<file path="src/rtl/fetch_pc_sequencer_pkg.sv">
// Shared constants for the fetch PC sequencer: FSM encoding, fetch exception
// codes, reset/trap addresses and the fetch-address legality check.
package fetch_pc_sequencer_pkg;

   typedef enum logic [1:0] {
      ST_IDLE    = 2'd0,
      ST_FETCH   = 2'd1,
      ST_READY   = 2'd2,
      ST_DISCARD = 2'd3
   } fetch_state_e;

   localparam logic [4:0]  EXC_NONE        = 5'd0;
   localparam logic [4:0]  EXC_ADEL        = 5'd4;
   localparam logic [31:0] INITIAL_ADDRESS = 32'h0000_3000;
   localparam logic [31:0] TRAPPED_ADDRESS = 32'h0000_4180;

   // Word aligned and inside the instruction memory window (unsigned compare).
   function automatic logic pc_legal(input logic [31:0] pc,
                                     input logic [31:0] lo,
                                     input logic [31:0] hi);
      return (pc[1:0] == 2'b00) && (pc >= lo) && (pc <= hi);
   endfunction

endpackage

</file>
<file path="src/rtl/fetch_pc_next_sel.sv">
// Next-PC priority mux: trap entry, eret return, D-stage redirect, then PC+4.
// o_flush marks any of the first three, which discard the in-flight fetch.
module fetch_pc_next_sel
   import fetch_pc_sequencer_pkg::*;
#(
   parameter logic [31:0] TRAP_PC = TRAPPED_ADDRESS
) (
   input  logic        i_int_req,
   input  logic        i_eret,
   input  logic [31:0] i_epc,
   input  logic        i_redirect,
   input  logic [31:0] i_redirect_pc,
   input  logic        i_stall,
   input  logic [31:0] i_pc,
   output logic [31:0] o_next_pc,
   output logic        o_flush
);

   always_comb begin
      o_next_pc = i_pc + 32'd4;
      o_flush   = 1'b1;
      if (i_int_req)
         o_next_pc = TRAP_PC;
      else if (i_eret)
         o_next_pc = i_epc;
      else if (i_redirect && !i_stall)
         o_next_pc = i_redirect_pc;
      else
         o_flush = 1'b0;
   end

endmodule

</file>
<file path="src/rtl/fetch_pc_sequencer.sv">
// Fetch-stage PC register and IM request/ack sequencer. Holds one fetched
// instruction for the F/D register and applies redirects in priority order.
module fetch_pc_sequencer
   import fetch_pc_sequencer_pkg::*;
#(
   parameter logic [31:0] INIT_PC = INITIAL_ADDRESS,
   parameter logic [31:0] TRAP_PC = TRAPPED_ADDRESS,
   parameter logic [31:0] IM_LO   = 32'h0000_3000,
   parameter logic [31:0] IM_HI   = 32'h0000_6FFC
) (
   input  logic        clk,
   input  logic        rst_n,
   input  logic        stall_i,
   input  logic        redirect_i,
   input  logic [31:0] redirect_pc_i,
   input  logic        int_req_i,
   input  logic        eret_i,
   input  logic [31:0] epc_i,
   output logic        imem_req_o,
   output logic [31:0] imem_addr_o,
   input  logic        imem_ack_i,
   input  logic [31:0] imem_rdata_i,
   output logic        f_valid_o,
   output logic [31:0] f_pc_o,
   output logic [31:0] f_instr_o,
   output logic [4:0]  f_exc_o
);

   fetch_state_e r_state, w_state_nxt;
   logic [31:0]  r_pc, r_pend_pc, r_instr;
   logic [4:0]   r_exc;
   logic [31:0]  w_next_pc, w_load_val;
   logic         w_flush, w_load, w_pend_load, w_take_data, w_legal;

   fetch_pc_next_sel #(.TRAP_PC(TRAP_PC)) u_next_sel (
      .i_int_req     (int_req_i),
      .i_eret        (eret_i),
      .i_epc         (epc_i),
      .i_redirect    (redirect_i),
      .i_redirect_pc (redirect_pc_i),
      .i_stall       (stall_i),
      .i_pc          (r_pc),
      .o_next_pc     (w_next_pc),
      .o_flush       (w_flush)
   );

   assign w_legal = pc_legal(w_load_val, IM_LO, IM_HI);

   always_comb begin
      w_state_nxt = r_state;
      w_load      = 1'b0;
      w_load_val  = w_next_pc;
      w_pend_load = 1'b0;
      w_take_data = 1'b0;
      case (r_state)
         ST_IDLE: begin
            // Re-load the reset PC so it passes through the legality check.
            w_load     = 1'b1;
            w_load_val = r_pc;
         end
         ST_FETCH: begin
            if (imem_ack_i) begin
               if (w_flush) begin
                  w_load = 1'b1;
               end else begin
                  w_take_data = 1'b1;
                  w_state_nxt = ST_READY;
               end
            end else if (w_flush) begin
               w_pend_load = 1'b1;
               w_state_nxt = ST_DISCARD;
            end
         end
         ST_READY: begin
            if (w_flush || !stall_i)
               w_load = 1'b1;
         end
         ST_DISCARD: begin
            // The old request must complete before the pending target is fetched.
            if (imem_ack_i) begin
               w_load = 1'b1;
               if (!w_flush)
                  w_load_val = r_pend_pc;
            end else if (w_flush) begin
               w_pend_load = 1'b1;
            end
         end
         default: w_state_nxt = ST_IDLE;
      endcase
      if (w_load)
         w_state_nxt = w_legal ? ST_FETCH : ST_READY;
   end

   always_ff @(posedge clk or negedge rst_n) begin
      if (!rst_n) begin
         r_state   <= ST_IDLE;
         r_pc      <= INIT_PC;
         r_pend_pc <= INIT_PC;
         r_instr   <= '0;
         r_exc     <= EXC_NONE;
      end else begin
         r_state <= w_state_nxt;
         if (w_load)
            r_pc <= w_load_val;
         if (w_pend_load)
            r_pend_pc <= w_next_pc;
         if (w_take_data) begin
            r_instr <= imem_rdata_i;
            r_exc   <= EXC_NONE;
         end else if (w_load && !w_legal) begin
            r_instr <= '0;
            r_exc   <= EXC_ADEL;
         end
      end
   end

   assign imem_req_o  = (r_state == ST_FETCH) || (r_state == ST_DISCARD);
   assign imem_addr_o = r_pc;
   assign f_valid_o   = (r_state == ST_READY);
   assign f_pc_o      = r_pc;
   assign f_instr_o   = r_instr;
   assign f_exc_o     = r_exc;

endmodule

</file>
<file path="config.mk">
export PLATFORM = sky130hd
export DESIGN_NAME = fetch_pc_sequencer
export DESIGN_NICKNAME = d
export VERILOG_FILES = /design/src/rtl/fetch_pc_sequencer_pkg.sv /design/src/rtl/fetch_pc_next_sel.sv /design/src/rtl/fetch_pc_sequencer.sv
export SDC_FILE = /design/constraint.sdc
export NUM_CORES = 1
export LEC_CHECK = 0
export CAP_MARGIN = 20
export CORE_UTILIZATION = 48
export DETAILED_ROUTE_END_ITERATION = 6
export GPL_ROUTABILITY_DRIVEN = 0
export PLACE_DENSITY = 0.82
export SLEW_MARGIN = 20
export SYNTH_ARGS = -nofsm -noshare
export SYNTH_HDL_FRONTEND = slang
export SYNTH_HIERARCHICAL = 1
export SYNTH_SLANG_ARGS = --single-unit
</file>
<file path="constraint.sdc">
create_clock -name clk -period 3.96 [get_ports clk]
set_clock_uncertainty 0.1 [all_clocks]
set_input_delay 0.594 -clock clk [delete_from_list [all_inputs] [get_ports clk]]
set_output_delay 0.594 -clock clk [all_outputs]
set_load 0.02 [all_outputs]
</file>
==> results.json <==
{
  "outcome": "finished clean",
  "cts.sinks": 99,
  "hold_viol": 0,
  "cp.arrival_ns": 3.96,
  "cts_setup_buffers": 0,
  "syn_area_per_cell_um2": 9.223,
  "synth_seq_area_share_pct": 36.77,
  "route.antenna.remaining_nets": 0,
  "avgViaCountPerCell": 6.044,
  "hold_class": "input port to asynchronous set/reset pin",
  "antenna_cells": 0,
  "p_leak_nw": 3.586,
  "fin_crit_ns": 3.782,
  "synth_enable_flop_cells": 0,
  "htreeDepth": 3,
  "rows": 42,
  "area_growth_pct": 35.71,
  "antenna_found_initial": 0,
  "synth-seq-cells": 99,
  "slew_violations": 0,
  "max_freq_ghz": 0.2644,
  "crit_path_start_kind": "flop",
  "cts-root-buf": "clkbuf_16",
  "critPathCaptureType": "flop",
  "portBuffers": 201,
  "cp_data_required_time_ns": 4.14,
  "die_y_um": 120.6,
  "ys.flop_type": "dfrtp_1",
  "crit_path_start": "f_pc_o[2]",
  "initial_core_util_pct": 49.99,
  "grt_setup_unrepaired": "no",
  "synth_cells": 732,
  "cts_made_buffers": 9,
  "async_flop_share_pct": 100.0,
  "worstReg2RegStart": "f_pc_o[2]",
  "period_share_pct": 95.51,
  "tns_ns": 0,
  "worstPathMaxFanout": 26,
  "drive_above_1_share_pct": 16.37,
  "drtIter0Drc": 598,
  "synth_warnings": 6,
  "grt_start_max_net_pins": 77,
  "layout_setup_ws_ns": 0.1779,
  "post-dp-hpwl_mm": 15.18,
  "core_region_area_um2": 13510,
  "drv_cap": 0,
  "drc": 0,
  "p_total_w": 0.003112,
  "relSlewSlack_pct": 36.48,
  "power.density_nw_per_um2": 339.6,
  "grt_use_total_pct": 29.79,
  "drtPass1Iterations": 5,
  "vias": 6527,
  "critPathKind": "flop to flop",
  "die_x_um": 120.6,
  "tightest_slew_ns": 0.9528,
  "cts_tree": "built",
  "dieArea_um2": 14540,
  "clockBufferDepth": 2,
  "io_pins": 206,
  "clock_latency_ns": 0.37,
  "path_clk_slew_ns": 0.08,
  "pre_cts_ws_ns": 0.1531,
  "syn_area_um2": 6751,
  "drt_wl_total_mm": 21.14,
  "placed_cell_area_um2": 8835,
  "nets": 1008,
  "routedWlPerCell_um": 19.57,
  "hold_buffers": 0,
  "grt_remaining_overflow": 0,
  "postLayoutCellArea_um2": 9163,
  "synth_cell_types": 71,
  "grt_pass1_vias": 6176,
  "setup-violations-final": 0,
  "ir_worst_vdd_uv": 238.2,
  "grt_pass1_wl_mm": 33.56
}
## registers in the layout (all words and copies together), names as in the netlist
signal,count
f_instr_o,32
r_state,2
f_pc_o,32
r_pend_pc,32
f_exc_o,1
## synth_stat cells, drive strengths merged, types with 6 or more instances
| master | instances | area share (%) |
|---|---|---|
| xnor2 | 6 | 0.78 |
| nor2 | 60 | 3.3 |
| o31ai | 32 | 5.8 |
| a211oi | 11 | 1.3 |
| nand4 | 12 | 1.3 |
| mux2 | 32 | 5.3 |
| o21ai | 32 | 2.4 |
| nor3 | 9 | 0.67 |
| ha | 6 | 1.1 |
| o2bb2a | 32 | 4.7 |
| a2bb2oi | 7 | 0.91 |
| dfrtp | 95 | 35 |
| nand3 | 15 | 1.3 |
| a22oi | 24 | 2.7 |
| nand2 | 105 | 5.9 |
| clkbuf | 31 | 1.7 |
| buf | 59 | 6.2 |
| a22o | 8 | 1.0 |
| xor2 | 19 | 2.5 |
| a21oi | 45 | 3.3 |
| nor4 | 8 | 1.1 |
## metal layers
metal  vias up  global-route usage (%)  wire [um]
met5         -                       0          0
met4         0                   11.96        644
met3        49                   7.028       1735
met2       325                   46.95      10100
met1      3143                   39.39       8662
li1       3010                       -          -
## path summary, 6_finish.rpt
kind / end / slack, ns / depth (start not counted)
max: f_instr_o[9] / 0.18 / 12
min: f_pc_o[2] / 0.26 / 1
max reg2reg: f_instr_o[9] / 0.18 / 12
min reg2reg: r_pend_pc[27] / 0.40 / 1
max in group asynchronous: f_instr_o[6] / 2.72 / 2
min in group clk: r_pend_pc[27] / 0.40 / 1
## metrics by stage
step,instances,util (%),hold slack [ns]
after detailed placement,1064,65.42,0.3894
after global routing,1080,67.84,0.3516
final,1080,67.84,0.2645
after floorplan,735,-,0.1984
after CTS,1080,67.70,0.3100
after global placement,1064,65.42,0.3800
## cells in the final DEF (no fill, tap or decap), drive strengths merged, types with 9 or more instances in the layout
cell / netlist / routed
clkbuf: 31 / 10
mux2: 32 / 32
o31ai: 32 / 32
nand4: 12 / 12
nand3: 15 / 15
a22oi: 24 / 24
nand2: 105 / 105
xor2: 19 / 19
buf: 59 / 44
clkdlybuf4s50: 0 / 199
nor2: 60 / 60
a21oi: 45 / 45
a211oi: 11 / 11
dfrtp: 95 / 95
o21ai: 32 / 32
o2bb2a: 32 / 32
nor3: 9 / 9
## layout make-up
| type | instances | area, um2 |
|---|---|---|
| tap | 176 | 220.2 |
| multi-input combinational | 540 | 3760 |
| fill | 1053 | 4343 |
| clock inverter | 6 | 68.82 |
| inverter | 6 | 22.52 |
| sequential | 99 | 2482 |
| clock buffer | 10 | 239.0 |
| timing repair buffer | 243 | 2370 |
## logic make-up after synthesis
group | synth area share, %
xor+xnor | 3.243
simple gates | 18.74
fa+ha+maj | 1.112
other cells | 0.05554
compound gates | 26.09
mux | 5.782
buf+inv | 8.210
flops | 36.77
## what timing repair did
item	in CTS	in global routing
hold endpoints to repair	0	0
endpoints found under the setup margin	0	32
resized for setup	0	5
## power by group
part	switching (W)	leakage [nW]	internal [W]
clock	0.000449	0.147	0.000464
sequential	0.000150	1.32	0.00112
combinational	0.000476	2.12	0.000452
## critical path, cell delays in order, from the launching register on
cell     delay, ns
dfrtp_1       0.50
ha_1          0.29
and4_2        0.34
nand3_1       0.14
nor4_2        0.34
mux2i_1       0.33
o21ai_0       0.23
a21oi_1       0.17
o21ai_0       0.20
and3b_1       0.29
nand4_2       0.21
buf_12        0.27
o31ai_2       0.25
(Power assumes the default switching activity.)
